--- config.mk ---
export PLATFORM = sky130hd
export DESIGN_NAME = mem_arbiter
export DESIGN_NICKNAME = d
export VERILOG_FILES = /design/src/rtl/mem_arbiter.sv
export SDC_FILE = /design/constraint.sdc
export NUM_CORES = 1
export LEC_CHECK = 0
export CAP_MARGIN = 20
export CORE_AREA = 2 2 107 109
export DETAILED_ROUTE_END_ITERATION = 6
export DIE_AREA = 0 0 109 111
export PLACE_DENSITY = 0.63
export SLEW_MARGIN = 20
export SYNTH_ARGS = -nofsm -noshare
export SYNTH_HDL_FRONTEND = slang
export SYNTH_SLANG_ARGS = --single-unit
--- constraint.sdc ---
create_clock -name clk -period 3.4 [get_ports clk]
set_clock_uncertainty 0.2 [all_clocks]
set_input_delay 0.68 -clock clk [delete_from_list [all_inputs] [get_ports clk]]
set_output_delay 0.68 -clock clk [all_outputs]
set_load 0.01 [all_outputs]
--- src/rtl/mem_arbiter.sv ---
// Single-port memory arbiter between instruction fetch and data memory.
// One outstanding access; data side wins unless fetch has been starved STARVE_MAX times.
module mem_arbiter #(
    parameter int MEM_LAT    = 1,
    parameter int STARVE_MAX = 4
) (
    input  logic        clk,
    input  logic        rst,
    input  logic        if_req,
    input  logic [31:0] if_addr,
    input  logic        if_flush,
    output logic        if_gnt,
    output logic        if_rvalid,
    output logic [31:0] if_rdata,
    output logic        if_misaligned,
    input  logic        dm_req,
    input  logic        dm_we,
    input  logic [1:0]  dm_size,
    input  logic [31:0] dm_addr,
    input  logic [31:0] dm_wdata,
    output logic        dm_gnt,
    output logic        dm_rvalid,
    output logic [31:0] dm_rdata,
    output logic        dm_misaligned,
    output logic        mem_en,
    output logic        mem_we,
    output logic [31:0] mem_addr,
    output logic [31:0] mem_wdata,
    output logic [3:0]  mem_wstrb,
    input  logic [31:0] mem_rdata
);

    localparam logic [0:0] IDLE = 1'b0;
    localparam logic [0:0] BUSY = 1'b1;

    logic [0:0] state_q, state_d;
    logic [2:0] cnt_q, cnt_d;
    logic [2:0] stv_q, stv_d;
    logic       owner_dm_q, owner_dm_d;
    logic       store_q, store_d;
    logic       flushed_q, flushed_d;

    logic        resp, opp, pick_if;
    logic        if_g, dm_g, if_mis, dm_mis, if_acc, dm_acc;
    logic        if_rv, dm_rv;
    logic [3:0]  strb;

    // NOTE: every always_comb output gets a default first so no path can infer a latch.
    always_comb begin
        resp    = (state_q == BUSY) && (cnt_q == 3'(MEM_LAT));
        opp     = (state_q == IDLE) || resp;
        pick_if = if_req && (!dm_req || (stv_q >= 3'(STARVE_MAX)));
        if_g    = opp && pick_if;
        dm_g    = opp && dm_req && !pick_if;

        if_mis = (if_addr[1:0] != 2'b00);
        case (dm_size)
            2'd0:    dm_mis = 1'b0;
            2'd1:    dm_mis = dm_addr[0];
            default: dm_mis = (dm_addr[1:0] != 2'b00);
        endcase
        if_acc = if_g && !if_mis;
        dm_acc = dm_g && !dm_mis;

        case (dm_size)
            2'd0:    strb = 4'b0001 << dm_addr[1:0];
            2'd1:    strb = 4'b0011 << dm_addr[1:0];
            default: strb = 4'b1111;
        endcase

        // A flush in the response cycle itself still counts against the fetch.
        if_rv = resp && !owner_dm_q && !flushed_q && !if_flush;
        dm_rv = resp && owner_dm_q;
    end

    always_comb begin
        state_d    = state_q;
        cnt_d      = cnt_q;
        owner_dm_d = owner_dm_q;
        store_d    = store_q;
        flushed_d  = flushed_q;

        if (!if_req || if_g)
            stv_d = 3'd0;
        else if (dm_g)
            stv_d = (stv_q == 3'd7) ? stv_q : stv_q + 3'd1;
        else
            stv_d = stv_q;

        if (if_acc || dm_acc) begin
            state_d    = BUSY;
            cnt_d      = 3'd1;
            owner_dm_d = dm_acc;
            store_d    = dm_acc && dm_we;
            flushed_d  = if_acc && if_flush;
        end else if (resp) begin
            state_d    = IDLE;
            cnt_d      = 3'd0;
            owner_dm_d = 1'b0;
            store_d    = 1'b0;
            flushed_d  = 1'b0;
        end else if (state_q == BUSY) begin
            cnt_d     = cnt_q + 3'd1;
            flushed_d = flushed_q || (!owner_dm_q && if_flush);
        end
    end

    // NOTE: sequential state uses non-blocking assignments only.
    always_ff @(posedge clk or negedge rst) begin
        if (!rst) begin
            state_q    <= IDLE;
            cnt_q      <= 3'd0;
            stv_q      <= 3'd0;
            owner_dm_q <= 1'b0;
            store_q    <= 1'b0;
            flushed_q  <= 1'b0;
        end else begin
            state_q    <= state_d;
            cnt_q      <= cnt_d;
            stv_q      <= stv_d;
            owner_dm_q <= owner_dm_d;
            store_q    <= store_d;
            flushed_q  <= flushed_d;
        end
    end

    // Grants depend on live requests, so outputs are masked while reset is held.
    always_comb begin
        if_gnt        = rst && if_g;
        dm_gnt        = rst && dm_g;
        if_misaligned = rst && if_g && if_mis;
        dm_misaligned = rst && dm_g && dm_mis;
        if_rvalid     = rst && if_rv;
        dm_rvalid     = rst && dm_rv;
        if_rdata      = (rst && if_rv) ? mem_rdata : 32'd0;
        dm_rdata      = (rst && dm_rv && !store_q) ? mem_rdata : 32'd0;

        mem_en    = rst && (if_acc || dm_acc);
        mem_we    = rst && dm_acc && dm_we;
        mem_wdata = (rst && dm_acc) ? dm_wdata : 32'd0;
        mem_wstrb = (rst && dm_acc && dm_we) ? strb : 4'd0;
        if (rst && if_acc)
            mem_addr = {if_addr[31:2], 2'b00};
        else if (rst && dm_acc)
            mem_addr = {dm_addr[31:2], 2'b00};
        else
            mem_addr = 32'd0;
    end

endmodule
==> impl_metrics.tcl <==
set metrics [dict create \
    status "completed" \
    fin_crit_sh_pct 97.7 \
    syn_inst 230 \
    stdcell_count 656 \
    die_width_um 109 \
    die_h_um 111 \
    use_met1_pct 19.4 \
    antenna_found_initial 5 \
    start_kind "input pin" \
    period_needed_ns 3.32 \
    ys_seq_area_share_pct 14.2 \
    cpMaxStageDelayCell "clkdlybuf4s50_1" \
    row_count 39 \
    grt_pass1_wl_mm 16.2 \
    tns_ns 0 \
    worst_setup_path_end_kind "output pin" \
    fin_util_pct 43.4 \
    final_common_cell "clkdlybuf4s50_1" \
    fp.coreArea_um2 11100 \
    drt_iter0_markers 118 \
    synth_top_area_share_pct 35.1 \
    cts.reportedPaths.clkPinSlew_ns 0.04 \
    cts_buffers 3 \
    cp_max_fo 4 \
    dp_hpwl_mm 9.56 \
    grt.met3_usage_pct 4.94 \
    arrival_ns 2.44 \
    grt_util_all_layers_pct 17.2 \
    worstSetupPathType "in -> out" \
    io-pin-count 276 \
    cpPeakStageDelay_ns 0.50 \
    syn_area_per_cell_um2 7.68 \
    peakVddDrop_v 0.000386 \
    rsz0062_at_grt "false" \
    crit_buf_inv 4 \
    ys_top_cells_by_area "and2_1 (35%), a22o_1 (15%), dfrtp_1 (14%)" \
    cp_cell_sequence "clkdlybuf4s50_1 -> a21bo_1 -> a21oi_2 -> and3_4 -> buf_4 -> buf_4 -> o211a_1 -> dlygate4sd2_1" \
    grt-ovfl-total 0 \
    via_count 2766 \
    drc 0 \
    yosysUniqueCellTypes 45 \
    syn_area_um2 1770 \
    maxSlewViolCount 0 \
    start_util_pct 15.9 \
    drt_wl_total_mm 11.1 \
    clock_sinks 10 \
    grt_max_degree 34 \
    ant_nets 0 \
    top_usage_layer "met2" \
    setup_viol 0 \
    synth_edf_count 0 \
    min_path_type "in -> async" \
    die_area_um2 12100 \
    ys_seq_elements 10 \
    drt-pass1-iter-count 4 \
    final_cell_mix "clkdlybuf4s50_1 (202), and2_1 (99), dlygate4sd2_1 (68)" \
    place.gp.congestion 0.862 \
    clock.fmax_mhz 301 \
    powerDensity_nw_per_um2 265 \
    grt_pass1_vias 2866 \
    ys_warn_count 0 \
    critPathTopFamily "buffers and inverters" \
    yosys.area.top_type "and2_1" \
    final_nets 652 \
    use_met2_pct 31.4 \
    vias_per_cell 4.22 \
    syn_to_final_growth_pct 172 \
    h-tree-depth 1 \
    async_reset_ff_share_pct 100 \
    synthFlopType "dfrtp_1" \
    cpMostUsedCell "buf_4" \
    cap_viol_max_count 0 \
    hold_violations 0 \
    drive_gt1_share_pct 7.83 \
    post-place-cells 649 \
    cp.required_ns 2.52 \
    port_buffers 273 \
    p_leak_nw 2.27 \
    clock_tree.buffer_depth 2 \
    p_total_mw 1.27 \
    cts_tree "built" \
    wl_per_cell_um 17.0 \
    clock_latency_ns 0.23 \
    cts-root-buf "clkbuf_16" \
]
[flip-flops by register name (all words and copies together) (netlist names)]
register,cells
store_q,1
cnt_q,3
flushed_q,1
owner_dm_q,1
state_q,1
stv_q,3
[power breakdown]
group,leakage [nW],total (mW),switching [mW],internal [mW]
Combinational,2.10,0.835,0.352,0.484
Sequential,0.129,0.212,0.0517,0.161
Clock,0.0442,0.225,0.0487,0.176
[repair_timing]
item / CTS / global route
endpoints found under the setup margin: 133 / 25
endpoints found under the hold margin: 0 / 0
buffers inserted: 1 / 0
hold buffers: 0 / 0
resized for setup: 71 / 4
pin swaps: 1 / 1
[cell type report]
cell class | instances | area, um^2
fill | 1138 | 6270
timing repair buffer | 296 | 2890
multi-input combinational | 196 | 1380
sequential | 10 | 250
tap | 143 | 179
clock buffer | 4 | 88.8
inverter | 5 | 18.8
antenna | 2 | 5.00
[metrics by stage]
step | hold WS (ns) | instance area, um^2 | worst slack [ns]
2_1_floorplan | 0.184 | 1770 | 0.808
3_3_place_gp | 0.298 | 4780 | -0.207
3_5_place_dp | 0.303 | 4780 | -0.245
4_1_cts | 0.184 | 4790 | 0.0280
5_1_grt | 0.185 | 4800 | 0.00123
6_report | 0.184 | 4810 | 0.0787
[synth_stat cells, types with 2 or more instances]
cell and n:
nor2b_1 2, o2111ai_2 2, clkbuf_1 2, buf_8 2, nor2_1 10, buf_2 7
o211a_1 2, inv_1 4, ha_1 4, buf_6 2, buf_4 2, and2b_1 2
and2_1 99, and3_1 4, o21ai_0 4, a21oi_1 2, nand2b_1 2, a22o_1 30
nand2_1 8, dfrtp_1 10, clkbuf_2 5, a31o_2 2
[path summary, 6_finish.rpt]
kind | slack [ns] | from | to | depth (start not counted)
worst max-delay path | 0.08 | dm_req | mem_wstrb[0] | 8
worst min-delay path | 0.18 | rst | stv_q[2] | 1
worst max register to register | 1.44 | cnt_q[1] | cnt_q[2] | 6
worst min register to register | 0.31 | store_q | store_q | 1
max in group asynchronous | 2.34 | rst | cnt_q[2] | 3
min in group clk | 0.31 | store_q | store_q | 1
[metal layers]
metal	vias to the layer above	routed length [um]
met3	16	936
met4	6	223
li1	1352	-
met5	-	40
met1	1281	4360
met2	111	5580
[logic make-up after synthesis]
family,after synthesis,synth area share [%]
compound gates,52,25.3
xor+xnor,1,0.496
fa+ha+maj,4,2.83
buf+inv,25,8.72
flops,10,14.2
mux,1,0.567
other cells,1,0.212
simple gates,136,47.7
Note: power is estimated with default switching activity, not from simulation.
==> patch, RTL diff (same settings) <==
Make the reset (`rst`) synchronous in one clocked block.
--- a/src/rtl/mem_arbiter.sv
+++ b/src/rtl/mem_arbiter.sv
@@ -108,3 +108,3 @@
     // NOTE: sequential state uses non-blocking assignments only.
-    always_ff @(posedge clk or negedge rst) begin
+    always_ff @(posedge clk) begin
         if (!rst) begin
Behaviour: same outputs for any inputs over 10 cycles, from zero or initial values and one cycle with rst low; that may be too few to reach the edited logic, so the function may still have changed.
==> patch against the original RTL <==
The run now ends with setup timing left; synthesized area rose by 0.21%; non-clock buffer count fell by 3; routed wire length fell by 8.7%; worst setup slack got worse by 130 ps; sequential cell count did not move; design area rose by 2.4%; core utilization rose by 1.0 points; largest cell class unchanged.
Power is not compared: it rests on default switching activity, and its combinational part moved more than twofold at a synthesized area within 25%.
==> patch: results <==
[outcome]
outcome = complete, but fails checks
violations = setup timing

[power]
ir_worst_vdd_v = 0.000120
p_leak_nw = 3.19

[synth]
seq_area_frac_synth = 0.113
synthArstFlopShare = 0
synthFlopType = dfxtp_1
yosys-top-cells-count = 66 x and2_1, 33 x and3_1, 30 x a22o_1
yosysUniqueCellTypes = 44
synth-warning-count = 0
netlist_top_cells_area = and2_1 23%, a22o_1 15%, and3_1 12%

[final_layout]
drive_above_1_share = 0.0768
layout.nets = 649
top_regs = cnt_q: 3 flops, stv_q: 3 flops
antennaDiodeCount = 0

[place]
io_buffers = 273
dp_hpwl_mm = 8.37
globalplace.congestion = 1.02

[sta]
relSlewSlack = 0.482
finalSetupViolations = 2
layout_setup_ws_ps = -48.6
hold_viol = 0
fin_setup_tns_ps = -68.3

[global_routing]
antenna_found_initial = 0
grt_max_degree = 40
grt_pass1_wl_mm = 14.7
grt_pass1_vias = 2711
grt_usage = 0.152

[cts]
cts_buffers = 3
root_buffer = clkbuf_16
cts_buffer_depth = 2
clkLatencyLatePin_ps = 240
path_clk_slew_ps = 40
htreeDepth = 1

[route]
wl_per_cell_um = 15.6
detail_route.iter0.violations = 138
vias = 2765
first_pass_iters = 4

[setup_path]
arrival_ps = 2570
critical_path.max_fanout = 5

[worst_hold_path]
hold_class = register to register
-- patch: changes by cell type after synthesis, sizes merged, moves of 3 or more --
cell / before / now
and3: 4 / 33
nand2b: 3 / 0
and2: 99 / 66
a21oi: 3 / 6
dfrtp: 10 / 0
dfxtp: 0 / 10
inv: 5 / 9
nand3: 0 / 3
-- patch: worst paths after layout --
path                            endpoint  slack (ps)     start  depth (start not counted)
worst min register to register  stv_q[1]         280  stv_q[1]                          2
worst min-delay path            stv_q[1]         280  stv_q[1]                          2
worst max-delay path              mem_we         -50    dm_req                          8
worst max register to register  cnt_q[1]        1430  cnt_q[1]                          8
-- patch: cell families after synthesis --
kind of cell / share of synthesized area
xor+xnor: 0.00990
fa+ha+maj: 0.0283
other cells: 0.00212
mux: 0.0120
buf+inv: 0.123
compound gates: 0.255
simple gates: 0.457
flops: 0.113
-- patch: power breakdown --
| part | switching (mW) | leakage, nW | internal, mW |
|---|---|---|---|
| logic | 0.140 | 3.06 | 0.246 |
| clock network | 0.0572 | 0.0442 | 0.177 |
| registers | 0.00984 | 0.0817 | 0.126 |
| total | 0.207 | 3.19 | 0.550 |
-- patch: layer usage --
| layer | wire length [um] | up-vias | track usage |
|---|---|---|---|
| met4 | 112 | 0 | 0.0274 |
| li1 | - | 1364 | - |
| met1 | 3880 | 1274 | 0.174 |
| met3 | 774 | 12 | 0.0323 |
| met5 | 0 | - | 0 |
| met2 | 5420 | 115 | 0.286 |
-- patch: cell type report --
cell class / instances / area, um2
Timing Repair Buffer: 293 / 3050
Inverter: 9 / 33.8
Clock buffer: 4 / 88.8
Fill cell: 1102 / 6160
Multi-Input combinational cell: 192 / 1370
Tap cell: 143 / 179
Sequential cell: 10 / 200
-- patch: repair_timing --
| item | in CTS | in global routing |
|---|---|---|
| pin swaps | 0 | 0 |
| setup buffers | 1 | 1 |
| gates cloned | 0 | 1 |
| setup endpoints to repair | 68 | 57 |
| gates resized for setup | 46 | 55 |
-- patch: through the flow --
step / hold slack [ps] / setup WS [ps] / power (mW) / instances / instance area, um2
after detailed placement: 277 / -131 / 0.538 / 644 / 4700
after CTS: 283 / -94.9 / 0.763 / 649 / 4750
final: 279 / -48.6 / 0.756 / 651 / 4920
after global routing: 307 / -161 / 0.795 / 651 / 4920
after global placement: 273 / -115 / 0.533 / 644 / 4700
after floorplan: 257 / 876 / 0.271 / 233 / 1770
-- patch: worst max-delay path: stages --
cell and delay, ps:
clkdlybuf4s50_1 480, a21boi_4 200, o211ai_2 140, nor2_4 170, nand2_1 150, buf_4 160
inv_1 40, clkdlybuf4s50_1 540
